==> config.mk <==
export PLATFORM = sky130hd
export DESIGN_NAME = player_motion
export DESIGN_NICKNAME = d
export VERILOG_FILES = /design/src/rtl/player_motion.sv
export SDC_FILE = /design/constraint.sdc
export NUM_CORES = 1
export LEC_CHECK = 0
export ABC_AREA = 0
export CORE_UTILIZATION = 57
export CTS_CLUSTER_DIAMETER = 50
export DETAILED_ROUTE_END_ITERATION = 7
export PLACE_DENSITY = 0.88
export SYNTH_ARGS = -nofsm -noshare
export SYNTH_HDL_FRONTEND = slang
export SYNTH_SLANG_ARGS = --single-unit
==> constraint.sdc <==
create_clock -name Clk -period 11.6 [get_ports Clk]
set_clock_uncertainty 0.2 [all_clocks]
set_input_delay 1.74 -clock Clk [delete_from_list [all_inputs] [get_ports Clk]]
set_output_delay 1.74 -clock Clk [all_outputs]
set_load 0.02 [all_outputs]
==> src/rtl/player_motion.sv <==
// Per-player kinematics stage: once per frame, moves the player by keyboard
// intent plus gravity and clamps the result to the merged X/Y limits that the
// elevator/obstacle controllers produce. Hitbox edges are fed back to them.
module player_motion #(
    parameter int START_X   = 24,
    parameter int START_Y   = 400,
    parameter int PLAYER_W  = 24,
    parameter int PLAYER_H  = 32,
    parameter int MOVE_STEP = 2,
    parameter int JUMP_V0   = 8,
    parameter int GRAVITY   = 1,
    parameter int MAX_FALL  = 8
) (
    input  logic               Clk,
    input  logic               Reset,
    input  logic               frame_clk,
    input  logic               key_left,
    input  logic               key_right,
    input  logic               key_jump,
    input  logic signed [15:0] X_Min,
    input  logic signed [15:0] X_Max,
    input  logic signed [15:0] Y_Min,
    input  logic signed [15:0] Y_Max,
    output logic signed [15:0] player_top,
    output logic signed [15:0] player_bottom,
    output logic signed [15:0] player_left,
    output logic signed [15:0] player_right,
    output logic               on_ground,
    output logic               facing_left,
    output logic [1:0]         state
);

    typedef enum logic [1:0] {
        GROUND = 2'b00,
        JUMP   = 2'b01,
        FALL   = 2'b10,
        UNUSED = 2'b11
    } state_e;

    localparam logic signed [15:0] SX  = 16'(START_X);
    localparam logic signed [15:0] SY  = 16'(START_Y);
    localparam logic signed [15:0] PW  = 16'(PLAYER_W);
    localparam logic signed [15:0] PH  = 16'(PLAYER_H);
    localparam logic signed [15:0] MS  = 16'(MOVE_STEP);
    localparam logic signed [15:0] JV  = 16'(JUMP_V0);
    localparam logic signed [15:0] GR  = 16'(GRAVITY);
    localparam logic signed [15:0] MF  = 16'(MAX_FALL);

    logic               fr_q1, fr_q2;
    logic               upd;
    logic signed [15:0] x_q, x_d;
    logic signed [15:0] y_q, y_d;
    logic signed [15:0] vy_q, vy_d;
    state_e             st_q, st_d;
    logic               face_q, face_d;

    logic signed [15:0] dx, nx, ny, vy_inc;

    // Rising edge of the frame strobe, one cycle wide.
    assign upd = fr_q1 & ~fr_q2;

    // State registers. The frame synchroniser resets high so that a strobe
    // already high around reset cannot produce an update afterwards; only a
    // fresh rise after Reset falls will.
    always_ff @(posedge Clk) begin
        if (Reset) begin
            fr_q1  <= 1'b1;
            fr_q2  <= 1'b1;
            x_q    <= SX;
            y_q    <= SY;
            vy_q   <= '0;
            st_q   <= FALL;
            face_q <= 1'b0;
        end else begin
            fr_q1  <= frame_clk;
            fr_q2  <= fr_q1;
            x_q    <= x_d;
            y_q    <= y_d;
            vy_q   <= vy_d;
            st_q   <= st_d;
            face_q <= face_d;
        end
    end

    // Per-frame motion: horizontal step + clamp, vertical FSM + floor/ceiling clamps.
    always_comb begin
        x_d    = x_q;
        y_d    = y_q;
        vy_d   = vy_q;
        st_d   = st_q;
        face_d = face_q;
        dx     = '0;
        nx     = x_q;
        ny     = y_q;
        vy_inc = vy_q + GR;

        if (upd) begin
            if (key_right && !key_left)      dx = MS;
            else if (key_left && !key_right) dx = -MS;
            if (dx != 16'sd0) face_d = key_left;

            // X_Min is applied last so it wins in a window narrower than the player.
            nx = x_q + dx;
            if (nx + PW > X_Max) nx = X_Max - PW;
            if (nx < X_Min)      nx = X_Min;
            x_d = nx;

            case (st_q)
                GROUND: begin
                    if (key_jump) begin
                        vy_d = -JV;
                        ny   = y_q - JV;
                        st_d = JUMP;
                    end else if (y_q + PH > Y_Max) begin
                        ny = Y_Max - PH;
                    end else if (y_q + PH < Y_Max) begin
                        vy_d = '0;
                        st_d = FALL;
                    end
                end
                JUMP: begin
                    vy_d = vy_inc;
                    ny   = y_q + vy_inc;
                    if (ny <= Y_Min) begin
                        ny   = Y_Min;
                        vy_d = '0;
                        st_d = FALL;
                    end else if (vy_inc >= 16'sd0) begin
                        st_d = FALL;
                    end
                end
                default: begin
                    // FALL, and the unreachable 11 encoding treated the same.
                    if (vy_inc > MF) vy_d = MF;
                    else             vy_d = vy_inc;
                    ny   = y_q + vy_d;
                    st_d = FALL;
                    if (ny + PH >= Y_Max) begin
                        ny   = Y_Max - PH;
                        vy_d = '0;
                        st_d = GROUND;
                    end
                end
            endcase

            // Ceiling clamp last: a ceiling below the floor window pins y at Y_Min.
            if (ny < Y_Min) ny = Y_Min;
            y_d = ny;
        end
    end

    assign player_left   = x_q;
    assign player_right  = x_q + PW;
    assign player_top    = y_q;
    assign player_bottom = y_q + PH;
    assign on_ground     = (st_q == GROUND);
    assign facing_left   = face_q;
    assign state         = st_q;

endmodule
==> results.py <==
metrics = {
    "run_status": {
        "status": "completed",
    },
    "setup_path": {
        "crit_cells": 34,
        "endpoint_kind": "flop",
        "slowest_delay_ns": 0.80,
        "cp.required_ns": 11.60,
        "cp_top_family": "compound AO/OA/AOI/OAI gates",
        "reg2regPathDepth": 38,
        "crit_arrival_ns": 10.56,
        "crit_path_max_fanout": 27,
        "cpMaxStageDelayCell": "a211oi_4",
        "cp-start-kind": "input pin",
        "cp_num_buf_inv": 2,
        "crit_type": "input pin to flop",
    },
    "place": {
        "post_dp_cell_area_sq_um": 10840,
        "dp_hpwl_microns": 24610,
        "io_buffers": 137,
        "dp_cells": 1572,
        "place_congestion": 0.9743,
    },
    "route": {
        "vias": 10356,
        "wl_per_cell_microns": 19.89,
        "drcViolationCount": 0,
        "post_drt_via_cell_ratio": 6.554,
        "wl_microns": 31430,
        "drtIter0Drc": 1116,
        "dr.pass1.iters": 6,
        "postRouteAntennaNets": 0,
    },
    "timing": {
        "relSlewSlack_pct": 26.03,
        "tns_ns": 0,
        "post-route-period-util_pct": 91.02,
        "max_clock_freq_mhz": 94.71,
        "worst_pin_slew_ns": 1.100,
        "finalMaxSlewViolations": 0,
        "setup_viol": 0,
        "rsz0062_at_grt": "false",
        "hold_viol_final": 0,
        "whs_ns": 0.2804,
        "fin_crit_ns": 10.56,
    },
    "synthesis": {
        "synthArstFlopShare_pct": 0,
        "synth-edff-count": 0,
        "synth_most_common_cell": "ha_1",
        "synth_area_sq_um": 9359,
        "ys_types": 81,
        "synth-main-ff-cell": "dfxtp_1",
        "ys_seq_area_share_pct": 11.34,
        "synth_warnings": 0,
        "synth_top_area_share_pct": 19.79,
        "ys_seq_elements": 53,
        "synth_top_cells_by_count": "148 x ha_1, 109 x inv_1, 96 x nor2_1, 86 x o21ai_0, 80 x a21oi_1",
        "synth_area_leaders": "ha_1 20%, dfxtp_1 11%, xnor2_1 6.9%",
        "yosysTopAreaCell": "ha_1",
        "avgSynthCellArea_sq_um": 7.404,
        "syn_inst": 1264,
        "syn_nets": 1485,
    },
    "clocking": {
        "cts_tree": "yes",
        "path_clk_slew_ns": 0.08,
        "holdBufCountCts": 0,
        "cts_max_level": 2,
        "clk_latency_ns": 0.31,
        "post-cts-setup-buffers": 0,
        "post_cts_resized": 0,
        "cts_buffers": 5,
        "clk_path_buf_depth": 2,
        "cts.sinks": 53,
        "cts_root_buffer": "clkbuf_16",
    },
    "grt": {
        "grt_util_all_layers_pct": 36.62,
        "grt_pass1_wl_microns": 48910,
        "grt_max_degree": 57,
        "grt_overflow": 0,
        "grt_pass1_vias": 9474,
        "grt_antenna_before_repair": 0,
    },
    "power_and_ir_drop": {
        "swShare_pct": 46.41,
        "power_leakage_nw": 4.960,
        "cellPowerDensity_nw_per_um2": 92.29,
        "p_comb_share_pct": 60.5,
        "ir_drop_mv": 0.1096,
        "internal_power_w": 0.0005447,
        "clkPwrFrac_pct": 18.2,
        "power_frac_seq_pct": 21.2,
        "p_switching_w": 0.0004718,
    },
    "layout": {
        "drive_gt1_share_pct": 4.326,
        "finalNonFillerCells": 1580,
        "num_antenna_cells": 0,
        "syn_to_final_growth_pct": 17.69,
        "stdcell_area_sq_um": 11010,
        "nNetsFinal": 1584,
    },
    "die": {
        "die_y_microns": 130.1,
        "die-area_sq_um": 16940,
        "pin_count": 138,
        "start_util_pct": 58.70,
        "num_rows": 46,
        "core_sq_um": 15940,
        "die_w_microns": 130.1,
    },
    "flow_run": {
        "cap_violations": 0,
    },
    "worst_hold_path": {
        "min_path_type": "flop to flop",
        "hold_depth": 2,
    },
}
==> final cells by class <==
type / instances / area, sq um
flip-flops and latches: 53 / 1061
multi-input cells: 1043 / 7626
repair buffers: 150 / 1469
fillers: 1362 / 4928
well taps: 216 / 270.3
clock buffers: 5 / 125.1
clock inverters: 3 / 50.05
inverters: 110 / 412.9
==> registers in the layout (all words and copies together) (netlist names) <==
register / flops
fr_q2: 1
state: 2
player_left: 16
fr_q1: 1
player_top: 16
vy_q: 16
facing_left: 1
==> power by group through the flow <==
stage          Clock, W  Combinational (W)  Sequential, W
6_report       0.000185           0.000615       0.000216
3_5_place_dp          0           0.000589       0.000219
4_1_cts        0.000185           0.000595       0.000214
2_1_floorplan         0           0.000419       0.000215
3_3_place_gp          0           0.000580       0.000218
5_1_grt        0.000193           0.000660       0.000217
==> cell families (layout without fill, tap and decap cells) <==
| kind of cell | count (synthesis) | in the layout | synth area share, % |
|---|---|---|---|
| simple gates | 397 | 397 | 21.30 |
| compound gates | 353 | 353 | 25.78 |
| buf+inv | 168 | 268 | 7.420 |
| fa+ha+maj | 151 | 151 | 20.43 |
| xor+xnor | 114 | 114 | 10.67 |
| flops | 53 | 53 | 11.34 |
| mux | 28 | 28 | 3.075 |
==> metrics by stage <==
step	setup WS, ns	util, %	total power (W)
floorplan	2.739	-	0.0006343
global placement	1.254	67.99	0.0007981
detailed placement	1.026	67.99	0.0008077
CTS	1.218	69.09	0.0009942
global route	0.3770	69.09	0.001070
finish	1.041	69.09	0.001017
==> routing by layer <==
metal	global-route usage [%]	vias up	wire, microns	share of wire (%)
met3	7.749	113	3732	12
met5	0	-	0	0
li1	-	4833	-	-
met1	50.32	4726	13090	42
met2	56.35	684	13480	43
met4	12.38	0	1128	3.6
==> cell usage in the layout, fill, tap and decap left out, types with 6 or more instances in the layout <==
master and instances:
dfxtp_1 53, or3_1 16, o31ai_1 7, xnor2_1 74, a31oi_1 7, nor2b_1 15, ha_1 148, inv_1 109
nor2_1 96, a21oi_1 80, nand3_1 39, nand4_1 36, o21a_1 14, a311oi_1 13, a311oi_2 6, nand2_1 78
or2_2 8, o211ai_1 12, a211oi_1 19, buf_4 13, xor2_1 40, and3_1 20, o21bai_1 8, clkdlybuf4s50_1 137
a21o_1 31, a221oi_1 7, nor3_1 51, o21ai_0 86, mux2i_1 25, o22ai_1 6
==> final timing paths <==
check                        end   startpoint  slack [ns]
hold reg to reg      facing_left  facing_left        0.28
setup / recovery  player_left[7]     key_left        1.04
setup reg to reg   player_top[2]      vy_q[0]        1.27
hold / removal       facing_left  facing_left        0.28
==> tightest hold or removal path: cells and delay by family, from the launching register on <==
family         cells  cell delay, ns
flip-flops         1            0.31
AO/OA/AOI/OAI      2            0.12
Note: power is estimated with default switching activity, not from simulation.
